**config.mk**
```make
export PLATFORM = sky130hd
export DESIGN_NAME = pipelined_array_multiplier
export DESIGN_NICKNAME = d
export VERILOG_FILES = /design/src/rtl/pipelined_mult_pkg.sv /design/src/rtl/mult_pp_stage.sv /design/src/rtl/pipelined_array_multiplier.sv
export SDC_FILE = /design/constraint.sdc
export NUM_CORES = 1
export LEC_CHECK = 0
export CAP_MARGIN = 5
export CORE_MARGIN = 4
export CORE_UTILIZATION = 25
export DETAILED_ROUTE_END_ITERATION = 6
export PLACE_DENSITY_LB_ADDON = 0.1
export SLEW_MARGIN = 5
export SYNTH_ARGS = -nofsm -noshare
export SYNTH_HDL_FRONTEND = slang
export SYNTH_SLANG_ARGS = --single-unit
```
**constraint.sdc**
```tcl
create_clock -name clk -period 4.2 [get_ports clk]
set_input_delay 1.05 -clock clk [delete_from_list [all_inputs] [get_ports clk]]
set_output_delay 1.05 -clock clk [all_outputs]
set_load 0.02 [all_outputs]
```
**src/rtl/pipelined_mult_pkg.sv**
```systemverilog
`default_nettype none
// ============================================================================
//  Module   : pipelined_mult_pkg
//  Purpose  : Shared sizing helpers for the pipelined array multiplier.
//             - rows_per_stage : partial-product rows summed by each stage
//             - product_width  : width of the full, untruncated product
//             - config_ok      : elaboration-time legality of WIDTH/STAGES
//             The per-stage register record (stage_t) depends on WIDTH, so
//             it is declared inside the parameterised top module.
//  Options  : PIPELINED_MULT_SIGNED_EN (consumed by the top module)
//  Revision : 1.0 - initial release
// ============================================================================
package pipelined_mult_pkg;

  function automatic int unsigned rows_per_stage(input int unsigned width,
                                                 input int unsigned stages);
    return width / stages;
  endfunction

  function automatic int unsigned product_width(input int unsigned width);
    return 2 * width;
  endfunction

  // STAGES must split the WIDTH multiplier bits into equal row groups.
  function automatic bit config_ok(input int unsigned width,
                                   input int unsigned stages);
    return (width >= 2) && (stages >= 1) && ((width % stages) == 0);
  endfunction

endpackage : pipelined_mult_pkg
`default_nettype wire

```
**src/rtl/mult_pp_stage.sv**
```systemverilog
`default_nettype none
// ============================================================================
//  Module   : mult_pp_stage
//  Purpose  : Combinational row accumulator for one multiplier pipeline stage.
//             Adds rows FIRST_ROW .. FIRST_ROW+ROWS-1 of the array to sum_in:
//               sum_out = sum_in + sum_j (A & {WIDTH{B[j]}}) << j
//             In signed mode A is sign-extended to the product width (the
//             row correction) and the row of B's sign bit is subtracted.
//  Ports    : sum_in    [2W] running partial sum from the previous stage
//             a, b      [W]  operand copies carried down the pipe
//             is_signed [1]  two's-complement mode for this operand pair
//             sum_out   [2W] running partial sum after this stage's rows
//  Revision : 1.0 - initial release
// ============================================================================
module mult_pp_stage
  import pipelined_mult_pkg::*;
#(
  parameter int WIDTH     = 8,
  parameter int ROWS      = 2,
  parameter int FIRST_ROW = 0
) (
  input  logic [2*WIDTH-1:0] sum_in,
  input  logic [WIDTH-1:0]   a,
  input  logic [WIDTH-1:0]   b,
  input  logic               is_signed,
  output logic [2*WIDTH-1:0] sum_out
);

  localparam int PW = product_width(WIDTH);

  logic [PW-1:0] a_ext;
  // Only this stage's slice of b feeds the adders; the rest is carried on.
  logic          unused_b;

  assign unused_b = ^b;

  always_comb begin
    a_ext   = is_signed ? {{WIDTH{a[WIDTH-1]}}, a} : {{WIDTH{1'b0}}, a};
    sum_out = sum_in;
    for (int r = 0; r < ROWS; r++) begin
      if (b[FIRST_ROW + r]) begin
        // B's sign bit carries weight -2^(WIDTH-1) in signed mode.
        if (is_signed && ((FIRST_ROW + r) == (WIDTH - 1))) begin
          sum_out = sum_out - (a_ext << (FIRST_ROW + r));
        end else begin
          sum_out = sum_out + (a_ext << (FIRST_ROW + r));
        end
      end
    end
  end

endmodule : mult_pp_stage
`default_nettype wire

```
**src/rtl/pipelined_array_multiplier.sv**
```systemverilog
`default_nettype none
// ============================================================================
//  Module   : pipelined_array_multiplier
//  Purpose  : STAGES-deep pipelined array multiplier with valid/ready
//             handshake and full backpressure. Each stage sums WIDTH/STAGES
//             partial-product rows; the product comes from the last stage.
//  Ports    : clk, rst            clock, synchronous active-high reset
//             in_valid/in_ready   operand handshake (A, B)
//             A, B       [W]      multiplicand, multiplier
//             is_signed  [1]      two's-complement operands (optional)
//             out_valid/out_ready product handshake
//             product    [2W]     A*B
//  Options  : PIPELINED_MULT_SIGNED_EN - adds the is_signed input.
//  Revision : 1.0 - initial release
// ============================================================================
module pipelined_array_multiplier
  import pipelined_mult_pkg::*;
#(
  parameter int WIDTH  = 8,
  parameter int STAGES = 4
) (
  input  logic               clk,
  input  logic               rst,
  input  logic               in_valid,
  output logic               in_ready,
  input  logic [WIDTH-1:0]   A,
  input  logic [WIDTH-1:0]   B,
`ifdef PIPELINED_MULT_SIGNED_EN
  input  logic               is_signed,
`endif
  output logic               out_valid,
  input  logic               out_ready,
  output logic [2*WIDTH-1:0] product
);

  localparam int ROWS = rows_per_stage(WIDTH, STAGES);
  localparam int PW   = product_width(WIDTH);

  if (!config_ok(WIDTH, STAGES)) begin : g_cfg_error
    $error("pipelined_array_multiplier: WIDTH must be >= 2 and divisible by STAGES");
  end

  typedef struct packed {
    logic             valid;
    logic [PW-1:0]    sum;
    logic [WIDTH-1:0] a;
    logic [WIDTH-1:0] b;
    logic             is_signed;
  } stage_t;

  logic   sgn_req;
  stage_t stage_r [STAGES];
  logic   adv     [STAGES];
  logic   unused_tail;

`ifdef PIPELINED_MULT_SIGNED_EN
  assign sgn_req = is_signed;
`else
  assign sgn_req = 1'b0;
`endif

  // A stage may load when it is empty or its contents move on this cycle.
  // Evaluated from the output back, so a full pipe stalls as one unit and
  // bubbles collapse while the consumer is stalled.
  always_comb begin
    for (int s = 0; s < STAGES; s++) begin
      adv[s] = 1'b0;
    end
    adv[STAGES-1] = !stage_r[STAGES-1].valid || out_ready;
    for (int s = STAGES - 2; s >= 0; s--) begin
      adv[s] = !stage_r[s].valid || adv[s+1];
    end
  end

  assign in_ready = adv[0];

  for (genvar s = 0; s < STAGES; s++) begin : g_stage
    stage_t           q;
    logic             v_in;
    logic [PW-1:0]    sum_in;
    logic [PW-1:0]    sum_nxt;
    logic [WIDTH-1:0] a_in;
    logic [WIDTH-1:0] b_in;
    logic             sgn_in;

    if (s == 0) begin : g_head
      assign v_in   = in_valid;
      assign sum_in = '0;
      assign a_in   = A;
      assign b_in   = B;
      assign sgn_in = sgn_req;
    end else begin : g_body
      assign v_in   = stage_r[s-1].valid;
      assign sum_in = stage_r[s-1].sum;
      assign a_in   = stage_r[s-1].a;
      assign b_in   = stage_r[s-1].b;
      assign sgn_in = stage_r[s-1].is_signed;
    end

    mult_pp_stage #(
      .WIDTH     (WIDTH),
      .ROWS      (ROWS),
      .FIRST_ROW (s * ROWS)
    ) u_pp (
      .sum_in    (sum_in),
      .a         (a_in),
      .b         (b_in),
      .is_signed (sgn_in),
      .sum_out   (sum_nxt)
    );

    // Payload only updates when real data arrives, so an emptied stage
    // keeps its last value instead of toggling on bubbles.
    always_ff @(posedge clk) begin
      if (rst) begin
        q <= '0;
      end else if (adv[s]) begin
        q.valid <= v_in;
        if (v_in) begin
          q.sum       <= sum_nxt;
          q.a         <= a_in;
          q.b         <= b_in;
          q.is_signed <= sgn_in;
        end
      end
    end

    assign stage_r[s] = q;
  end

  assign out_valid = stage_r[STAGES-1].valid;
  assign product   = stage_r[STAGES-1].sum;

  // The last stage's operand copies have no consumer.
  assign unused_tail = ^{stage_r[STAGES-1].a, stage_r[STAGES-1].b,
                         stage_r[STAGES-1].is_signed};

endmodule : pipelined_array_multiplier
`default_nettype wire

```
==> metrics, run 1 <==
DRC errors left=0; gr usage total=12.66%; Cell Area, Synth=6032 µm²; outcome=completed; Post-Synth XOR/XNOR Area=3.630%; Final Max Tran Viols=0; H-tree levels=3; Final Instance Area=7032 µm²; initial antenna violation count=0; Reg2Reg Depth=13; Via density=4.815; crit share post-route=87.19%; WP data required=3.15 ns; diode count=0; mux contribution to synthesized area=3.319%; Min Hold Slack=0.4509 ns; Initial Util=25.55%; main combinational cell family by area after synthesis=compound AO/OA/AOI/OAI gates; Post-Synth Simple-Gate Area=19.02%; r2r endpoint=product[14]$_SDFFE_PP0P_; Synth Instances=752; Yosys top cell area share=30.53%; final worst slack=0.5379 ns; top post-synthesis cells by count=133 x nand2_1, 92 x dfxtp_1, 86 x a21oi_1; Longest Clk Path Bufs=2; min-delay worst type=register to register; Syn. warnings=0; R2R Setup Slk=0.72 ns; area of the multi-input gates=3959 µm²; pin count of the biggest net entering global routing=53; DRT iter0 DRCs=188; Finish-stage setup viols=0; Core Util, Final=29.78%; CP endpoint kind=output pin; Routability Congestion=0.8194; most frequent cell after synthesis=nand2_1; CTS tree=yes; Clock Root Buffer=clkbuf_16; final wirelength=16.22 mm; Synth Area per Inst=8.021 µm²; Fin. Hold Viols=0; Worst EP arrival=2.61 ns; Synth async-reset ratio=0%; fillers=2,548; # rows=56; RSZ-0062 raised after global routing=no; VDD IR max=166.7 µV; Net Sw Frac=26.08%; Synth Area in Adders=14.35%; Leakage=0.002796 µW; Max Cap Viol=0; post-route setup TNS=0 ns; postcts setup bufs=0; Reg-to-Reg Start=g_stage[3].a_in[1]$_SDFFE_PP0P_; ranking of synthesized cells by area=dfxtp_1 31%, ha_1 12%, nand2_1 8.3%, a21oi_1 7.1%, nor2_1 4.0%; most area-hungry cell type in the Yosys netlist=dfxtp_1; Final Critical Period=3.662 ns; die width=163.3 µm; internal power=1572 µW; pre-CTS setup slack=0.5681 ns; Buffers on Ports=37; critical path peak fanout=3; Logic pwr share=14.2%; Final Skew=0.007872 ns; Area Overhead vs Synth=16.57%; post-synthesis compound-gate area fraction=25.26%; CP startpoint kind=input pin; crit path from=out_ready; placed instance area=6713 µm²; CTS Hold Bufs=0; Power Density=302.4 nW/µm²; first-pass GRT wire length=27.16 mm; DR WL/cell=14.82 µm; I/O pin count=38; Clock transition at path regs=0.07 ns; Via Count=5,268; Setup CP Type=input pin to output pin; number of flops mapped to enable cells by yosys=0; post_cts resized=0; Worst-Skew Late Latency=0.35 ns; Slew headroom=42.65%; DP HPWL=12.76 mm; P_sw=554.6 µW; clock power share=41.7%; Chip Height=163.3 µm; core area=23,610 µm²; detailed-router iteration count before antenna repair=5; syn_nets=837; fmax=273.1 MHz; grt ovf=0; antenna viol nets, final=0; die area=26,680 µm²; CTS buffer count=9; share of cells above drive strength 1=5.161%; vias in the first global route=5,311; register area share after synthesis=30.53%; fin nets=855; slew at the pin closest to its max-slew limit=0.8603 ns; register area=1842 µm²; Reg power frac=44.1%; Primary FF master, synth=dfxtp_1; Critical Path End=in_ready; Seq cells post-synth=92; Cell variety after synth=64; Clock Sinks=92
-- worst max-delay path, cell delays in order --
cell             delay, ns
clkdlybuf4s50_1       0.44
and4b_1               0.43
nand2_1               0.13
clkdlybuf4s50_1       0.56
-- per-stage QoR --
stage / power (µW) / std cells
floorplan: 1168 / 752
global placement: 1257 / 1078
detailed placement: 1263 / 1078
CTS: 2164 / 1094
global route: 2241 / 1094
finish: 2126 / 1094
-- power by group through the flow --
stage,logic (µW),clock network [µW],registers [µW]
finish,302,887,938
global placement,299,0,959
global route,345,953,943
floorplan,225,0,943
CTS,305,919,939
detailed placement,304,0,959
-- cell type report --
class,instances,share of cell area [%]
clock inverters,4,1.032
repair buffers,46,6.335
inverters,18,0.9609
well taps,319,5.676
multi-input cells,603,56.30
flip-flops and latches,92,26.19
clock buffers,12,3.505
-- worst min-delay path by stage --
stage / start / slack, ns / depth (start not counted) / to
after floorplan: g_stage[1].b_in[6]$_SDFFE_PP0P_ / 0.43 / 2 / g_stage[2].b_in[6]$_SDFFE_PP0P_
after global placement: product[7]$_SDFFE_PP0P_ / 0.44 / 2 / product[7]$_SDFFE_PP0P_
after detailed placement: product[7]$_SDFFE_PP0P_ / 0.44 / 2 / product[7]$_SDFFE_PP0P_
after CTS: product[7]$_SDFFE_PP0P_ / 0.45 / 2 / product[7]$_SDFFE_PP0P_
after global routing: product[9]$_SDFFE_PP0P_ / 0.47 / 2 / product[9]$_SDFFE_PP0P_
final: product[7]$_SDFFE_PP0P_ / 0.45 / 2 / product[7]$_SDFFE_PP0P_
-- layout by cell type, fill, tap and decap left out, types with 5 or more instances in the layout --
| master | instances |
|---|---|
| buf_4 | 8 |
| inv_1 | 18 |
| o21bai_1 | 6 |
| o21ai_0 | 19 |
| xnor2_1 | 20 |
| a211o_1 | 6 |
| nand3b_1 | 6 |
| a311oi_1 | 7 |
| dfxtp_1 | 92 |
| o21ai_1 | 10 |
| nand2b_1 | 9 |
| xor2_1 | 5 |
| and2_1 | 9 |
| ha_1 | 58 |
| a21o_1 | 14 |
| a21oi_1 | 86 |
| clkbuf_16 | 9 |
| nor2b_1 | 8 |
| nor3_1 | 8 |
| clkdlybuf4s50_1 | 36 |
| fa_1 | 7 |
| o21a_1 | 10 |
| o211ai_1 | 9 |
| a31oi_1 | 5 |
| nand2_1 | 133 |
| a211oi_1 | 25 |
| mux2i_1 | 14 |
| nor2_1 | 64 |
-- metal layers --
layer	vias to the layer above	global-route usage, %	wire length [µm]
met2	71	21.94	7801
met5	-	0	0
met1	2448	15.84	7585
met4	0	3.812	360
met3	18	2.599	470
li1	2731	-	-
-- cell families (layout without fill, tap and decap cells) --
| group | count (synthesis) | after routing |
|---|---|---|
| AOI/OAI and AO/OA | 233 | 233 |
| xor gates and xnor gates | 25 | 25 |
| adders and majority gates | 65 | 65 |
| buffers and inverters | 57 | 80 |
| DFF | 92 | 92 |
| muxes | 19 | 19 |
| and+or+nand+nor | 261 | 261 |
-- registers in the layout (all words and copies together), names as in the netlist --
register	count
g_stage.a_in	24
product	16
g_stage.v_in	3
g_stage.b_in	12
out_valid	1
g_stage.sum_in	36
(Power assumes the default switching activity.)
==> inputs of run 2 (changes only) <==
--- a/config.mk
+++ b/config.mk
@@ -6,9 +6,13 @@
 export NUM_CORES = 1
 export LEC_CHECK = 0
 export CAP_MARGIN = 5
+export CELL_PAD_IN_SITES_DETAIL_PLACEMENT = 1
+export CELL_PAD_IN_SITES_GLOBAL_PLACEMENT = 1
 export CORE_MARGIN = 4
 export CORE_UTILIZATION = 25
+export CTS_CLUSTER_DIAMETER = 30
 export DETAILED_ROUTE_END_ITERATION = 6
+export MAX_ROUTING_LAYER = met4
 export PLACE_DENSITY_LB_ADDON = 0.1
 export SLEW_MARGIN = 5
 export SYNTH_ARGS = -nofsm -noshare
==> run 2 against run 1 <==
Clock-buffer cell count fell by 3. Maximum frequency fell by 2.4%. Worst hold slack barely moved. Non-clock buffer count fell by 2. Total power fell by 1.9%. Sequential share of layout area rose by 0.13 points. Die area did not move. Cell count fell by 0.18%.
==> metrics, run 2 (synthesis gave the netlist of run 1 again) <==
grt ovf=0; critical path peak fanout=5; Worst-Skew Late Latency=0.35 ns; Buf+Inv Stages, Crit Path=2; Reg2Reg Depth=13; placed instance area=6698 µm²; Hold Startpoint=g_stage[2].sum_in[1]$_SDFFE_PP0P_; commonest non-fill, non-tap cell in the layout=nand2_1; Leakage=0.002779 µW; Power Density=298.1 nW/µm²; pin count of the biggest net entering global routing=95; postcts setup bufs=0; Via density=4.904; R2R Setup Slk=0.67 ns; DR WL/cell=16.03 µm; DRC errors left=0; post_cts resized=0; WP data required=3.15 ns; Clock Sinks=92; die area=26,680 µm²; diode count=0; detailed-router iteration count before antenna repair=4; share of cells above drive strength 1=5.175%; CP top delay family=buffers and inverters; Initial Util=25.55%; Chip Height=163.3 µm; r2r endpoint=product[14]$_SDFFE_PP0P_; first-pass GRT wire length=29.37 mm; WHS Path Cells=2; outcome=completed; Core Util, Final=29.63%; fin nets=853; CTS buffer count=9; Area Overhead vs Synth=15.99%; post-route setup TNS=0 ns; DP HPWL=13.82 mm; VDD IR max=144.9 µV; initial antenna violation count=0; CTS Hold Bufs=0; final wirelength=17.50 mm; Fin. Hold Viols=0; CP endpoint kind=output pin; most frequent CP cell=clkdlybuf4s50_1; Crit-path slowest cell=clkdlybuf4s50_1; Final Skew=0.007846 ns; gr usage total=14.00%; Setup CP Type=input pin to output pin; Longest Clk Path Bufs=2; Clock transition at path regs=0.07 ns; Worst EP arrival=2.70 ns; min-delay worst type=register to register; antenna viol nets, final=0; Clock Root Buffer=clkbuf_16; CTS tree=yes; Reg-to-Reg Start=g_stage[3].a_in[1]$_SDFFE_PP0P_; Finish-stage setup viols=0; crit share post-route=89.37%; core area=23,610 µm²; commonest cells after routing, fill and taps aside=133 x nand2_1, 92 x dfxtp_1, 86 x a21oi_1, 64 x nor2_1, 58 x ha_1; Endpoint, Worst Hold=g_stage[3].sum_in[1]$_SDFFE_PP0P_; I/O pin count=38; Final Instance Area=6997 µm²; slew at the pin closest to its max-slew limit=0.9128 ns; critical path cell sequence=clkdlybuf4s50_1, and4b_1, nand2_1, clkdlybuf4s50_1; Final Max Tran Viols=0; critical path's largest stage delay=0.56 ns; max reg flops=36; Max Cap Viol=0; Slew headroom=39.15%; # rows=56; RSZ-0062 raised after global routing=no; Via Count=5,355; H-tree levels=3; CP startpoint kind=input pin; Power, Total=2086 µW; Routability Congestion=0.8107; fmax=266.4 MHz; vias in the first global route=5,774; DRT iter0 DRCs=153; Buffers on Ports=37; die width=163.3 µm; Final Critical Period=3.753 ns
run 2: power by group:
group / internal, µW / leakage (µW) / switching (µW)
sequential: 902 / 0.000749 / 36.1
clock: 465 / 0.000146 / 375
combinational: 132 / 0.00188 / 176
run 2: layer usage:
layer	routed length, µm	part of all wire (%)	global-route usage, %	vias to the layer above
li1	-	-	-	2717
met1	7962	45	16.06	2575
met2	8958	51	25.51	46
met3	274	1.6	2.296	17
met4	307	1.8	3.355	0
met5	0	0	-	-
run 2: worst max-delay path by stage:
stage	start	endpoint	depth (start not counted)
4_1_cts	out_ready	in_ready	4
2_1_floorplan	g_stage[3].a_in[1]$_SDFFE_PP0P_	product[14]$_SDFFE_PP0P_	13
6_report	out_ready	in_ready	4
3_3_place_gp	out_ready	in_ready	4
3_5_place_dp	out_ready	in_ready	4
5_1_grt	out_ready	in_ready	4
run 2: tightest hold or removal path, cell delays in order (launching register included):
cell,delay [ns]
dfxtp_1,0.31
nand2_1,0.05
a21oi_1,0.05
run 2: per-stage QoR:
step                      hold slack (ns)  setup slack, ns  std cells
after floorplan                    0.4321            1.107        752
after global placement             0.4450           0.4732       1076
after detailed placement           0.4477           0.4680       1076
after CTS                          0.4579           0.4418       1092
after global routing               0.4781           0.3818       1092
final                              0.4511           0.4467       1092
run 2: layout make-up:
type                       instances  area, µm²
multi-input combinational        603       3959
tap                              319      399.1
timing repair buffer              44      430.4
clock buffer                       9      225.2
sequential                        92       1842
inverter                          18      67.56
clock inverter                     7      73.82
fill                            2822      16620
